--- config.mk ---
export PLATFORM = sky130hd
export DESIGN_NAME = line_scheduler
export DESIGN_NICKNAME = d
export VERILOG_FILES = /design/src/rtl/line_scheduler.sv
export SDC_FILE = /design/constraint.sdc
export NUM_CORES = 1
export LEC_CHECK = 0
export CORE_AREA = 2 2 162 164
export DETAILED_ROUTE_END_ITERATION = 10
export DIE_AREA = 0 0 164 166
export GPL_TIMING_DRIVEN = 0
export PLACE_DENSITY = 0.5
export SETUP_SLACK_MARGIN = 0.1
export SLEW_MARGIN = 20
export SYNTH_ARGS = -nofsm -noshare
export SYNTH_HDL_FRONTEND = slang
export SYNTH_SLANG_ARGS = --single-unit
--- constraint.sdc ---
create_clock -name clk -period 1.8 [get_ports clk]
set_input_delay 0.54 -clock clk [delete_from_list [all_inputs] [get_ports clk]]
set_output_delay 0.54 -clock clk [all_outputs]
set_load 0.02 [all_outputs]
--- src/rtl/line_scheduler.sv ---
// Sequencer that shares the single line drawer between the full-screen clear sweep
// and the erase/draw segment animation. All outputs are registered.
module line_scheduler #(
  parameter int NUM_SEGS = 10,
  parameter int SCREEN_W = 640,
  parameter int SCREEN_H = 480
) (
  input  logic       clk,
  input  logic       reset_n,
  input  logic       clear_req,
  input  logic       run,
  input  logic       tick,
  output logic [3:0] seg_addr,
  input  logic [9:0] seg_x0,
  input  logic [9:0] seg_x1,
  input  logic [8:0] seg_y0,
  input  logic [8:0] seg_y1,
  output logic       draw_start,
  input  logic       draw_done,
  output logic [9:0] x0,
  output logic [9:0] x1,
  output logic [8:0] y0,
  output logic [8:0] y1,
  output logic       pixel_color,
  output logic       pixel_write,
  output logic       busy,
  output logic       tick_overrun
);

  typedef enum logic [2:0] {
    IDLE,
    CLR_ISSUE,
    CLR_WAIT,
    FETCH,
    ERASE_ISSUE,
    ERASE_WAIT,
    DRAW_ISSUE,
    DRAW_WAIT
  } state_t;

  localparam logic [9:0] LAST_COL = 10'(SCREEN_W - 1);
  localparam logic [8:0] LAST_ROW = 9'(SCREEN_H - 1);
  localparam logic [3:0] LAST_SEG = 4'(NUM_SEGS - 1);

  state_t     state, state_d;
  logic [9:0] col, col_d;
  logic [3:0] idx, idx_d;
  logic [9:0] prev_x0, prev_x1, prev_x0_d, prev_x1_d;
  logic [8:0] prev_y0, prev_y1, prev_y0_d, prev_y1_d;
  logic [9:0] new_x0, new_x1, new_x0_d, new_x1_d;
  logic [8:0] new_y0, new_y1, new_y0_d, new_y1_d;
  logic       has_prev, has_prev_d;
  logic       clr_pend, clr_pend_d;

  logic       draw_start_d, pixel_color_d, pixel_write_d, busy_d, tick_overrun_d;
  logic [9:0] x0_d, x1_d;
  logic [8:0] y0_d, y1_d;

  logic       tick_req;
  logic       in_clear;

  assign tick_req = tick && run;
  assign in_clear = (state == CLR_ISSUE) || (state == CLR_WAIT);
  assign seg_addr = idx;

  // Next-state logic plus the bookkeeping registers updated on line completion.
  always_comb begin
    state_d    = state;
    col_d      = col;
    idx_d      = idx;
    prev_x0_d  = prev_x0;
    prev_y0_d  = prev_y0;
    prev_x1_d  = prev_x1;
    prev_y1_d  = prev_y1;
    new_x0_d   = new_x0;
    new_y0_d   = new_y0;
    new_x1_d   = new_x1;
    new_y1_d   = new_y1;
    has_prev_d = has_prev;
    clr_pend_d = clr_pend;

    case (state)
      IDLE: begin
        if (clear_req || clr_pend) begin
          col_d      = 10'd0;
          clr_pend_d = 1'b0;
          state_d    = CLR_ISSUE;
        end else if (tick_req) begin
          state_d = FETCH;
        end
      end
      CLR_ISSUE: state_d = CLR_WAIT;
      CLR_WAIT: begin
        if (draw_done) begin
          if (col == LAST_COL) begin
            has_prev_d = 1'b0;
            idx_d      = 4'd0;
            state_d    = IDLE;
          end else begin
            col_d   = col + 10'd1;
            state_d = CLR_ISSUE;
          end
        end
      end
      FETCH: begin
        new_x0_d = seg_x0;
        new_y0_d = seg_y0;
        new_x1_d = seg_x1;
        new_y1_d = seg_y1;
        state_d  = has_prev ? ERASE_ISSUE : DRAW_ISSUE;
      end
      ERASE_ISSUE: state_d = ERASE_WAIT;
      ERASE_WAIT: begin
        if (draw_done) state_d = DRAW_ISSUE;
      end
      DRAW_ISSUE: state_d = DRAW_WAIT;
      DRAW_WAIT: begin
        if (draw_done) begin
          prev_x0_d  = new_x0;
          prev_y0_d  = new_y0;
          prev_x1_d  = new_x1;
          prev_y1_d  = new_y1;
          has_prev_d = 1'b1;
          idx_d      = (idx == LAST_SEG) ? 4'd0 : idx + 4'd1;
          state_d    = IDLE;
        end
      end
      default: state_d = IDLE;
    endcase

    // A clear arriving mid-animation waits for the in-flight line and starts from IDLE.
    if (clear_req && (state != IDLE) && !in_clear) clr_pend_d = 1'b1;
  end

  // Output values for the coming cycle, decoded from the next state so they register cleanly.
  always_comb begin
    draw_start_d   = (state_d == CLR_ISSUE) || (state_d == ERASE_ISSUE) ||
                     (state_d == DRAW_ISSUE);
    pixel_write_d  = (state_d != IDLE) && (state_d != FETCH);
    pixel_color_d  = (state_d == DRAW_ISSUE) || (state_d == DRAW_WAIT);
    busy_d         = (state_d != IDLE);
    tick_overrun_d = tick_req && ((state != IDLE) || clr_pend || clear_req);
    x0_d           = x0;
    y0_d           = y0;
    x1_d           = x1;
    y1_d           = y1;

    case (state_d)
      CLR_ISSUE: begin
        x0_d = col_d;
        y0_d = 9'd0;
        x1_d = col_d;
        y1_d = LAST_ROW;
      end
      ERASE_ISSUE: begin
        x0_d = prev_x0;
        y0_d = prev_y0;
        x1_d = prev_x1;
        y1_d = prev_y1;
      end
      DRAW_ISSUE: begin
        x0_d = new_x0_d;
        y0_d = new_y0_d;
        x1_d = new_x1_d;
        y1_d = new_y1_d;
      end
      default: ;
    endcase
  end

  always_ff @(posedge clk or negedge reset_n) begin
    if (!reset_n) begin
      state        <= IDLE;
      col          <= '0;
      idx          <= '0;
      prev_x0      <= '0;
      prev_y0      <= '0;
      prev_x1      <= '0;
      prev_y1      <= '0;
      new_x0       <= '0;
      new_y0       <= '0;
      new_x1       <= '0;
      new_y1       <= '0;
      has_prev     <= 1'b0;
      clr_pend     <= 1'b0;
      draw_start   <= 1'b0;
      pixel_color  <= 1'b0;
      pixel_write  <= 1'b0;
      busy         <= 1'b0;
      tick_overrun <= 1'b0;
      x0           <= '0;
      y0           <= '0;
      x1           <= '0;
      y1           <= '0;
    end else begin
      state        <= state_d;
      col          <= col_d;
      idx          <= idx_d;
      prev_x0      <= prev_x0_d;
      prev_y0      <= prev_y0_d;
      prev_x1      <= prev_x1_d;
      prev_y1      <= prev_y1_d;
      new_x0       <= new_x0_d;
      new_y0       <= new_y0_d;
      new_x1       <= new_x1_d;
      new_y1       <= new_y1_d;
      has_prev     <= has_prev_d;
      clr_pend     <= clr_pend_d;
      draw_start   <= draw_start_d;
      pixel_color  <= pixel_color_d;
      pixel_write  <= pixel_write_d;
      busy         <= busy_d;
      tick_overrun <= tick_overrun_d;
      x0           <= x0_d;
      y0           <= y0_d;
      x1           <= x1_d;
      y1           <= y1_d;
    end
  end

endmodule
==> results.cfg, run 1 <==
[outcome]
outcome = finished, violations left
violations = negative setup slack

[worst_setup_path]
worstSetupEndpointType = register
path_cells = or3b_4 -> o31ai_4 -> a21o_1 -> nand2_2 -> buf_12 -> buf_12 -> o22a_1
worstPathRequired_ns = 2.11
cp_top_family = compound AO/OA/AOI/OAI gates
crit_start = col[8]$_DFF_PN0_
r2r-end = x0[8]$_DFFE_PN0P_
critPathMaxStageDelay_ns = 0.45
crit_top_cell = buf_12
crit_buf_inv = 2
r2r-start = col[8]$_DFF_PN0_
crit_fanout = 6
worst_setup_path_start_kind = register
r2r_setup_slack_ns = -0.13
cp.arrival_ns = 2.24
slowest_stage = or3b_4
crit_type = reg -> reg
r2r_cells = 7

[power]
ir_worst_vdd_mv = 0.6399
p_leak_uw = 0.004090
power.density_nw_per_um2 = 1972
power_uw = 17370

[place]
placed_area_um2 = 7393
port_buffers = 90
globalplace.congestion = 0.8062
dp_hpwl_um = 11800
dp_slack_ns = -1.102

[drt]
vias = 4957
first_iter_violations = 318
wire_per_inst_um = 16.09
dr.pass1.iters = 4
ant_nets = 0
remaining_drc_errors = 0
routed_wirelength_um = 18110
via_per_inst = 4.406

[sta]
finalHoldViolCount = 0
tightest_slew_ns = 0.6025
finalCritPeriodShare = 1.074
rsz0062_at_grt = yes
min_period_ns = 1.933
setup_ws_ns = -0.1333
whs_ns = 0.1000
timing.final.max_slew_violations = 0
finalSetupViolations = 38
maxSlewHeadroom = 0.5984
fmax_mhz = 517.2
finClkSkew_ns = 0.008891

[cts]
cts.sinks = 138
clock_latency_ns = 0.42
cts_htree_levels = 4
ctsHoldBuffers = 0
clk_pin_slew_worst_paths_ns = 0.06
cts_buffers = 17
cts_tree = done
root_buffer = clkbuf_16
cts_buffer_depth = 2

[grt]
antenna_found_initial = 0
grt_pass1_wl_um = 28100
overflow = 0
grt_max_degree = 75
grt_pass1_vias = 5077
track_usage = 0.1338

[synth]
synth_top_family_by_area = simple AND/OR/NAND/NOR gates
ys_ff_latch = 138
synth_cells = 629
synthAdderAreaFrac = 0.007902
syn_avg_cell_area_um2 = 9.566
synth-xor-area-share = 0.005822
ys_seq_area_frac = 0.5739
netlist_area_um2 = 6017
synth_edf_count = 0
yosys_warnings = 0
ys_types = 53
ys.flop_type = dfrtp_1
synth-simple-area-share = 0.2225
syn-num-nets = 676
synthMuxAreaShare = 0.03036
synth_compound_area_frac = 0.1268
synthArstFlopShare = 1.000

[cells_and_area]
num_antenna_cells = 0
fin_area_um2 = 8810
num-fill-cells = 2589
finalNetCount = 824
area_growth_pct = 46.41
drive_above_1_share = 0.2646

[floorplan]
core-area_um2 = 25620
ios = 91
core.rowCount = 59
die_y_um = 166
die_x_um = 164
dieArea_um2 = 27220
initial_core_util = 0.2349

[job]
drv_cap = 0

[worst_hold_path]
hold_class = in -> async
placed cells by master (no fill, tap or decap), types with 5 or more instances in the layout:
| master | Yosys | layout |
|---|---|---|
| o21ai_0 | 15 | 6 |
| dfrtp_2 | 0 | 5 |
| a22o_1 | 9 | 9 |
| nor2_1 | 44 | 28 |
| clkdlybuf4s15_1 | 0 | 18 |
| buf_6 | 3 | 15 |
| nor2_4 | 2 | 12 |
| mux2i_1 | 7 | 7 |
| nor2_2 | 0 | 6 |
| mux2_4 | 0 | 8 |
| clkbuf_16 | 0 | 18 |
| clkbuf_2 | 0 | 18 |
| nand2_1 | 234 | 230 |
| o22a_1 | 10 | 10 |
| dlygate4sd2_1 | 0 | 12 |
| dfrtp_1 | 138 | 133 |
| a22oi_1 | 11 | 11 |
| inv_1 | 5 | 5 |
| buf_4 | 1 | 34 |
| o21ai_1 | 1 | 6 |
| o22ai_1 | 12 | 7 |
| o21a_1 | 5 | 5 |
| a21oi_1 | 26 | 18 |
| buf_2 | 16 | 7 |
| clkdlybuf4s50_1 | 0 | 40 |
| clkdlybuf4s15_2 | 0 | 5 |
| a21oi_2 | 0 | 7 |
power breakdown:
group	internal (µW)	switching, µW
combinational	3780	4460
sequential	4530	899
clock	2310	1400
cell usage after synthesis, types with 7 or more instances:
master,count,area share
mux2i_1,7,0.012
o21ai_0,15,0.012
a22oi_1,11,0.014
clkbuf_1,13,0.0081
nor2_1,44,0.027
nand2_1,234,0.15
o22a_1,10,0.015
dfrtp_1,138,0.57
a22o_1,9,0.013
a21oi_1,26,0.022
o22ai_1,12,0.012
mux2_2,9,0.017
buf_2,16,0.013
sequential cells by signal, indices dropped and copies added (netlist names):
signal,cells
busy,1
tick_overrun,1
state,3
col,10
prev_y0,9
y1,9
y0,9
pixel_write,1
pixel_color,1
seg_addr,4
x0,10
x1,10
prev_x0,10
draw_start,1
new_y0,9
prev_y1,9
new_y1,9
prev_x1,10
clr_pend,1
has_prev,1
new_x1,10
new_x0,10
worst max-delay path by stage:
stage                                         to  slack (ns)  cells after the start
final                          x0[8]$_DFFE_PN0P_       -0.13                      7
after global routing           x0[8]$_DFFE_PN0P_       -0.20                      8
after CTS                      x0[8]$_DFFE_PN0P_       -0.16                      7
after detailed placement  prev_x0[4]$_DFFE_PN0P_       -1.10                      7
after global placement    prev_y1[2]$_DFFE_PN0P_       -5.75                      1
after floorplan                x0[8]$_DFFE_PN0P_      -0.007                      7
per-layer routing:
layer	GRT usage	up-vias	wire (µm)
li1	-	2414	-
met3	0.02647	22	782
met1	0.1919	2396	8719
met4	0.04920	0	414
met2	0.1991	125	8189
met5	0	-	0
logic make-up (layout without fill, tap and decap cells):
family	count (synthesis)	in the layout
fa+ha+maj	4	4
buf+inv	40	201
flops	138	138
simple gates	317	317
mux	17	17
xor+xnor	4	4
compound gates	109	109
cell type report:
type / instances / area [µm²] / area share
Timing Repair Buffer: 129 / 1211 / 0.1375
Clock buffer: 21 / 470.5 / 0.05340
Tap cell: 335 / 419.2 / 0.04758
Inverter: 5 / 18.77 / 0.002130
Buffer: 35 / 336.6 / 0.03820
Multi-Input combinational cell: 451 / 2736 / 0.3106
Sequential cell: 138 / 3460 / 0.3927
Clock inverter: 11 / 157.7 / 0.01790
per-stage QoR:
step	TNS [ns]	std cells	utilization
after global placement	-857.55	1054	0.2874
after CTS	-3.581	1114	0.3335
after detailed placement	-65.28	1055	0.2886
after floorplan	-0.007429	629	-
final	-3.460	1125	0.3439
after global routing	-6.250	1125	0.3439
repair_timing:
action,CTS,global route
gates cloned,3,2
buffers inserted,24,9
gates resized for setup,163,109
pin swaps,19,13
endpoints found under the setup margin,165,98
No activity file was read; power rests on OpenSTA's default activity.
==> run 2, diff against run 1 <==
--- a/config.mk
+++ b/config.mk
@@ -9,7 +9,6 @@
 export DETAILED_ROUTE_END_ITERATION = 10
 export DIE_AREA = 0 0 164 166
 export GPL_TIMING_DRIVEN = 0
-export PLACE_DENSITY = 0.5
 export SETUP_SLACK_MARGIN = 0.1
 export SLEW_MARGIN = 20
 export SYNTH_ARGS = -nofsm -noshare
==> run 2 against run 1 <==
Against the previous run:
- the run still ends with negative setup slack left
- via count is 2.9% higher
- final cell count grew 0.80%
- first-iteration DRC count decreased by 7.9%
- critical path type unchanged
- largest cell class unchanged
- largest power group unchanged
==> results.cfg, run 2 (synthesis results as in run 1) <==
[cts]
cts_htree_levels = 4
cts.sinks = 138
clk_pin_slew_worst_paths_ns = 0.06
cts_buffer_depth = 2
cts_buffers = 17
cts_tree = done
root_buffer = clkbuf_16
clock_latency_ns = 0.42
ctsHoldBuffers = 0

[floorplan]
core-area_um2 = 25620
initial_core_util = 0.2349
dieArea_um2 = 27220
die_y_um = 166
die_x_um = 164
ios = 91
core.rowCount = 59

[worst_hold_path]
hold_class = in -> async

[worst_setup_path]
crit_fanout = 5
worstSetupEndpointType = register
worstPathRequired_ns = 2.14
cp.arrival_ns = 2.30
worst_setup_path_start_kind = register
crit_type = reg -> reg

[drt]
remaining_drc_errors = 0
first_iter_violations = 293
dr.pass1.iters = 4
routed_wirelength_um = 18310
via_per_inst = 4.497
wire_per_inst_um = 16.14
vias = 5100
ant_nets = 0

[outcome]
violations = negative setup slack
outcome = finished, violations left

[sta]
fmax_mhz = 509.2
finalSetupViolations = 40
maxSlewHeadroom = 0.6742
tightest_slew_ns = 0.4887
finalCritPeriodShare = 1.091
whs_ns = 0.04405
timing.final.max_slew_violations = 0
finClkSkew_ns = 0.007368
finalHoldViolCount = 0
min_period_ns = 1.964
rsz0062_at_grt = yes
setup_ws_ns = -0.1640

[cells_and_area]
layout.area.seq_um2 = 3455
finalCoreUtilization = 0.3490
num-fill-cells = 2535
multi_input_area_um2 = 2743
fin_area_um2 = 8941
layout_commonest_cell = nand2_1
num_antenna_cells = 0
fin_cells = 1134
drive_above_1_share = 0.2766
finalNetCount = 833
mostFrequentLayoutCells = 231 x nand2_1, 137 x dfrtp_1, 40 x clkdlybuf4s50_1
area_growth_pct = 48.60

[job]
drv_cap = 0

[grt]
grt_pass1_vias = 5307
overflow = 0
antenna_found_initial = 0
grt_pass1_wl_um = 29190
track_usage = 0.1383
grt_max_degree = 79

[place]
placed_area_um2 = 7393
globalplace.congestion = 0.8141
port_buffers = 90
dp.cells = 1055
dp_hpwl_um = 11790

[power]
power.density_nw_per_um2 = 1993
ir_worst_vdd_mv = 0.8550
p_leak_uw = 0.004126
run 2: path summary, 6_finish.rpt:
check	endpoint	from	cells after the start	slack, ns
worst max-delay path	x0[6]$_DFFE_PN0P_	col[8]$_DFF_PN0_	8	-0.16
worst min-delay path	x0[4]$_DFFE_PN0P_	reset_n	1	0.04
worst max register to register	x0[6]$_DFFE_PN0P_	col[8]$_DFF_PN0_	8	-0.16
worst min register to register	prev_x0[0]$_DFFE_PN0P_	new_x0[0]$_DFF_PN0_	2	0.46
max in group asynchronous	seg_addr[2]$_DFFE_PN0P_	reset_n	2	0.97
min in group clk	prev_x0[0]$_DFFE_PN0P_	new_x0[0]$_DFF_PN0_	2	0.46
run 2: layer usage:
layer | wire, µm | vias to the layer above | GRT usage
met5 | 0 | - | 0
met4 | 532 | 0 | 0.05339
met3 | 1199 | 32 | 0.04595
met2 | 8562 | 136 | 0.2141
met1 | 8010 | 2499 | 0.1783
li1 | - | 2433 | -
run 2: where the power goes:
part	total [µW]	leakage (µW)	switching, µW	internal (µW)
logic	8620	0.00212	4600	4030
registers	5350	0.00169	828	4520
clock network	3840	0.000313	1370	2470
run 2: area by class of cell:
type                    count  share of cell area
clock inverters            10             0.01819
plain buffers              35             0.03932
clock buffers              22             0.05416
repair buffers            138              0.1462
flip-flops and latches    138              0.3864
well taps                 335             0.04688
inverters                   5            0.002099
multi-input cells         451              0.3067
run 2: critical path, stage by stage, from the launching register on:
cell and delay [ns]:
dfrtp_1 0.38, or3b_4 0.44, buf_6 0.14, nor3_4 0.26, o22ai_4 0.12, nor2_4 0.23, buf_6 0.14, a211oi_2 0.03
a21oi_1 0.14
run 2: metrics by stage:
stage / TNS, ns / power, µW / setup slack (ns)
final: -4.475 / 17820 / -0.1640
after global routing: -8.267 / 18950 / -0.2465
after CTS: -4.915 / 17390 / -0.1708
after detailed placement: -63.43 / 12160 / -1.056
after global placement: -826.80 / 12020 / -5.549
after floorplan: -0.007429 / 9520 / -0.007429
run 2: repair_timing:
item / 4_1_cts / 5_1_grt
resized for setup: 179 / 99
endpoints found under the setup margin: 161 / 115
pin swaps: 43 / 48
gates cloned: 3 / 0
buffers inserted: 33 / 11
